## src/rtl/had_regacc_ctrl.sv

```systemverilog
// Debug register-access sequencer: turns IR/DR update pulses from the serial
// debug stage into single register-bus read/write requests with a timeout.
//
// state      | meaning
// -----------+------------------------------------------------------------
// ST_IDLE    | no transaction; waiting for an IR update
// ST_WAIT_DR | write IR latched; waiting for the data frame
// ST_WR_REQ  | register-bus write request outstanding
// ST_RD_REQ  | register-bus read request outstanding
module had_regacc_ctrl #(
    parameter logic [7:0] TIMEOUT_CYC = 8'd255
) (
    input  logic        forever_cpuclk_nogated,
    input  logic        hadrst_b,
    input  logic        ir_upd,
    input  logic        dr_upd,
    input  logic [31:0] sdata,
    output logic [31:0] rdata_out,
    output logic        rdata_vld,
    output logic        regacc_req,
    output logic        regacc_wr,
    output logic [6:0]  regacc_addr,
    output logic [31:0] regacc_wdata,
    input  logic        regacc_ack,
    input  logic [31:0] regacc_rdata,
    output logic        busy,
    output logic        err_sticky
);

    localparam logic [1:0] ST_IDLE    = 2'd0;
    localparam logic [1:0] ST_WAIT_DR = 2'd1;
    localparam logic [1:0] ST_WR_REQ  = 2'd2;
    localparam logic [1:0] ST_RD_REQ  = 2'd3;

    localparam logic [7:0] IR_CLR_ERR = 8'h7F;

    logic [1:0] state;
    logic [7:0] ir;
    logic [7:0] req_cnt;
    logic       req_timeout;

    assign regacc_req  = (state == ST_WR_REQ) || (state == ST_RD_REQ);
    assign regacc_wr   = (state == ST_WR_REQ);
    assign regacc_addr = ir[6:0];
    assign busy        = (state != ST_IDLE);
    assign req_timeout = (req_cnt == TIMEOUT_CYC);

    always_ff @(posedge forever_cpuclk_nogated) begin
        if (!hadrst_b) begin
            state        <= ST_IDLE;
            ir           <= 8'h00;
            req_cnt      <= 8'h00;
            regacc_wdata <= 32'h0;
            rdata_out    <= 32'h0;
            rdata_vld    <= 1'b0;
            err_sticky   <= 1'b0;
        end else begin
            case (state)
                ST_IDLE, ST_WAIT_DR: begin
                    if (ir_upd) begin
                        ir        <= sdata[7:0];
                        rdata_vld <= 1'b0;
                        if (sdata[7]) begin
                            state   <= ST_RD_REQ;
                            req_cnt <= 8'h00;
                        end else if (sdata[7:0] == IR_CLR_ERR) begin
                            err_sticky <= 1'b0;
                            state      <= ST_IDLE;
                        end else begin
                            state <= ST_WAIT_DR;
                        end
                    end else if (dr_upd && (state == ST_WAIT_DR)) begin
                        regacc_wdata <= sdata;
                        state        <= ST_WR_REQ;
                        req_cnt      <= 8'h00;
                    end
                end
                ST_WR_REQ, ST_RD_REQ: begin
                    // Overrun: the frame is dropped but the bus transaction carries on.
                    if (ir_upd || dr_upd) begin
                        err_sticky <= 1'b1;
                    end
                    if (regacc_ack) begin
                        state <= ST_IDLE;
                        if (state == ST_RD_REQ) begin
                            rdata_out <= regacc_rdata;
                            rdata_vld <= 1'b1;
                        end
                    end else if (req_timeout) begin
                        state      <= ST_IDLE;
                        err_sticky <= 1'b1;
                        if (state == ST_RD_REQ) begin
                            rdata_out <= 32'h0;
                            rdata_vld <= 1'b1;
                        end
                    end else begin
                        req_cnt <= req_cnt + 8'd1;
                    end
                end
            endcase
        end
    end

endmodule

```

## config.mk

```make
export PLATFORM = sky130hd
export DESIGN_NAME = had_regacc_ctrl
export DESIGN_NICKNAME = d
export VERILOG_FILES = /design/src/rtl/had_regacc_ctrl.sv
export SDC_FILE = /design/constraint.sdc
export NUM_CORES = 1
export LEC_CHECK = 0
export CAP_MARGIN = 15
export CORE_UTILIZATION = 26
export CTS_CLUSTER_SIZE = 40
export DETAILED_ROUTE_END_ITERATION = 10
export PLACE_DENSITY = 0.52
export SYNTH_ARGS = -nofsm -noshare
export SYNTH_HDL_FRONTEND = slang
export SYNTH_SLANG_ARGS = --single-unit
```

## constraint.sdc

```tcl
create_clock -name forever_cpuclk_nogated -period 3.2 [get_ports forever_cpuclk_nogated]
set_input_delay 0.96 -clock forever_cpuclk_nogated [delete_from_list [all_inputs] [get_ports forever_cpuclk_nogated]]
set_output_delay 0.96 -clock forever_cpuclk_nogated [all_outputs]
set_load 0.02 [all_outputs]
```

==> flow_summary.yaml <==
sta:
  finalSetupTns_ns: 0
  period_needed_ns: 2.47
  fin_skew_ns: 0.00969
  relSlewSlack_pct: 53.1
  max_freq_ghz: 0.405
  worst_pin_slew_ns: 0.704
  final-setup-viol-count: 0
  rsz0062_at_grt: "false"
  maxSlewViolCount: 0
  finalCritPeriodShare_pct: 77.2
  hold_violations: 0
power:
  clock_power_share_pct: 43.0
  p_leak_uw: 0.00173
  vdd_drop_max_mv: 0.230
  p_comb_share_pct: 11.1
  power_frac_seq_pct: 45.9
  swShare_pct: 23.2
  power.density_nw_per_um2: 449
  p_int_uw: 1780
  switching_power_uw: 539
  power.total_uw: 2320
grt:
  grt_overflow: 0
  grt_pass1_wl_mm: 14.5
  grt.total_usage_pct: 13.9
  first_global_vias: 2923
  antenna_found_initial: 0
  grt_max_degree: 76
worst_setup_path:
  path_cells: "or2_1 > clkdlybuf4s50_1"
  regToRegStartpoint: "req_cnt[0]"
  worstSetupEndpointType: "output port"
  start_kind: "register"
  required_ns: 2.24
  crit_start: "state[0]"
  r2r_slack_ns: 1.44
  cpMaxStageDelayCell: "clkdlybuf4s50_1"
  worst-setup-path-type: "reg2out"
  critPathArrivalTime_ns: 1.51
  critPathMaxFanout: 7
  crit_buf_inv: 1
  max_stage_delay_ns: 0.59
  critPathTopFamily: "buffers and inverters"
route:
  wl_mm: 9.36
  viasPerCell: 4.50
  vias: 3153
  route.detailed.drc: 0
  wl_per_cell_um: 13.4
  drtIter0Drc: 209
  drtPass1Iterations: 4
  antenna_left: 0
floorplan:
  rows: 41
  initial_core_util_pct: 26.6
  fp.dieH_um: 116
  io_pins: 145
  die_w_um: 116
  die-area_um2: 13400
  core_um2: 12600
yosys:
  synthCells: 395
  synth-async-reset-ratio_pct: 0
  ys.flop_type: "dfxtp_1"
  ys_seq_area_share_pct: 49.5
  syn-cell-area_um2: 3360
  yosysWarningCount: 0
  syn_nets: 465
  synth_edf_count: 0
  postSynthAreaPerCell_um2: 8.50
  yosysTopAreaCell: "dfxtp_1"
  synth_area_leaders: "dfxtp_1 49%, nand2_1 13%, mux2i_1 9.5%"
  yosys.cell_types.count: 39
  yosysMostFrequentCell: "nand2_1"
  synth_seq_cells: 83
  synth_top_area_share_pct: 49.5
  synthTopCellsByCount: "120 x nand2_1, 83 x dfxtp_1, 44 x a21oi_1"
clock_network:
  cts_tree: "done"
  cts_buffers: 9
  clockRootBuffer: "clkbuf_16"
  cts_setup_buffers: 0
  cts-resized-gates: 0
  htree_levels: 3
  numClockSinks: 83
  cts_hold_buf: 0
  clock_latency_ns: 0.33
  clkTransAtPathRegs_ns: 0.06
  clock_path_buffers: 2
final_layout:
  layout-drive-gt1-share_pct: 5.48
  antenna_cells: 0
  areaGrowthSynthToFinish_pct: 54.1
  fillCellCount: 1316
  layout.nets: 596
place:
  post-dp-hpwl_mm: 6.23
  gp_congestion: 0.836
  port_buffers: 144
hold_path:
  min_from: "regacc_wdata[27]"
  hp-class: "reg2reg"
flow_run:
  cap_viol_max_count: 0
outcome:
  status: "completed"
-- sequential cells by signal, summed over array words and instances, names as in the netlist --
register and flops:
rdata_out 32, regacc_wdata 32, req_cnt 8, ir 7
state 2, err_sticky 1, rdata_vld 1
-- final timing paths --
| check | end | depth (start not counted) |
|---|---|---|
| worst max-delay path | busy | 2 |
| worst min register to register | regacc_wdata[27] | 2 |
| worst min-delay path | regacc_wdata[27] | 2 |
| worst max register to register | rdata_out[8] | 6 |
-- worst register-to-register path, cell delays in order, from the launching register on --
cell and delay, ns:
dfxtp_1 0.42, ha_1 0.28, nand4_4 0.16, nor2_1 0.14, o211a_2 0.21, buf_12 0.26, mux2i_1 0.22
-- kinds of logic after synthesis --
family	count (synthesis)	synth area share, %
multiplexers	32	9.53
AO/OA/AOI/OAI	64	11.2
flip-flops	83	49.5
adder cells (fa/ha/maj)	1	0.372
buffers and inverters	34	5.74
AND/OR/NAND/NOR	181	23.7
-- area by class of cell --
type	instances	area, um^2	share of cell area [%]
Multi-Input combinational cell	278	1510	29.1
Inverter	3	11.3	0.218
Clock inverter	5	56.3	1.09
Timing Repair Buffer	151	1500	29.0
Clock buffer	9	225	4.35
Sequential cell	83	1660	32.1
Tap cell	172	215	4.16
-- per-stage QoR --
stage	cell area, um^2	hold slack, ns	util (%)	std cells	worst slack [ns]
2_1_floorplan	3360	0.471	-	395	1.19
3_3_place_gp	4890	0.441	38.8	687	0.705
3_5_place_dp	4890	0.447	38.8	687	0.693
4_1_cts	5180	0.455	41.0	701	0.692
5_1_grt	5180	0.471	41.0	701	0.636
6_report	5180	0.451	41.0	701	0.731
-- per-layer routing --
| layer | vias up | routed length, um | global-route usage, % | part of all wire, % |
|---|---|---|---|---|
| li1 | 1600 | - | - | - |
| met1 | 1412 | 4140 | 16.3 | 44 |
| met2 | 134 | 4120 | 22.5 | 44 |
| met3 | 7 | 1030 | 6.85 | 11 |
| met4 | 0 | 81 | 3.85 | 0.87 |
| met5 | - | 0 | 0 | 0 |
-- layout by cell type (no fill, tap or decap), types with 2 or more instances in the layout --
cell type        count
nand3_1             39
dfxtp_1             83
buf_4                6
nor3_1               3
a21oi_1             44
nor2_1               4
o21ai_1              2
mux2i_1             32
clkbuf_16            9
nand4_1              2
a311oi_1             2
inv_1                2
nand4b_1             2
nand2_1            120
clkdlybuf4s50_1    143
o31ai_1              2
clkinv_2             2
nand2b_1             2
o21ai_0              3
o32ai_1              2
-- power groups by stage --
| stage | clock network [uW] | registers [uW] | logic (uW) |
|---|---|---|---|
| after floorplan | 0 | 1110 | 91.6 |
| after global placement | 0 | 1090 | 260 |
| after detailed placement | 0 | 1090 | 260 |
| after CTS | 1040 | 1070 | 261 |
| after global routing | 1080 | 1070 | 279 |
| final | 999 | 1070 | 258 |
Power figures use the tool's default switching activity.
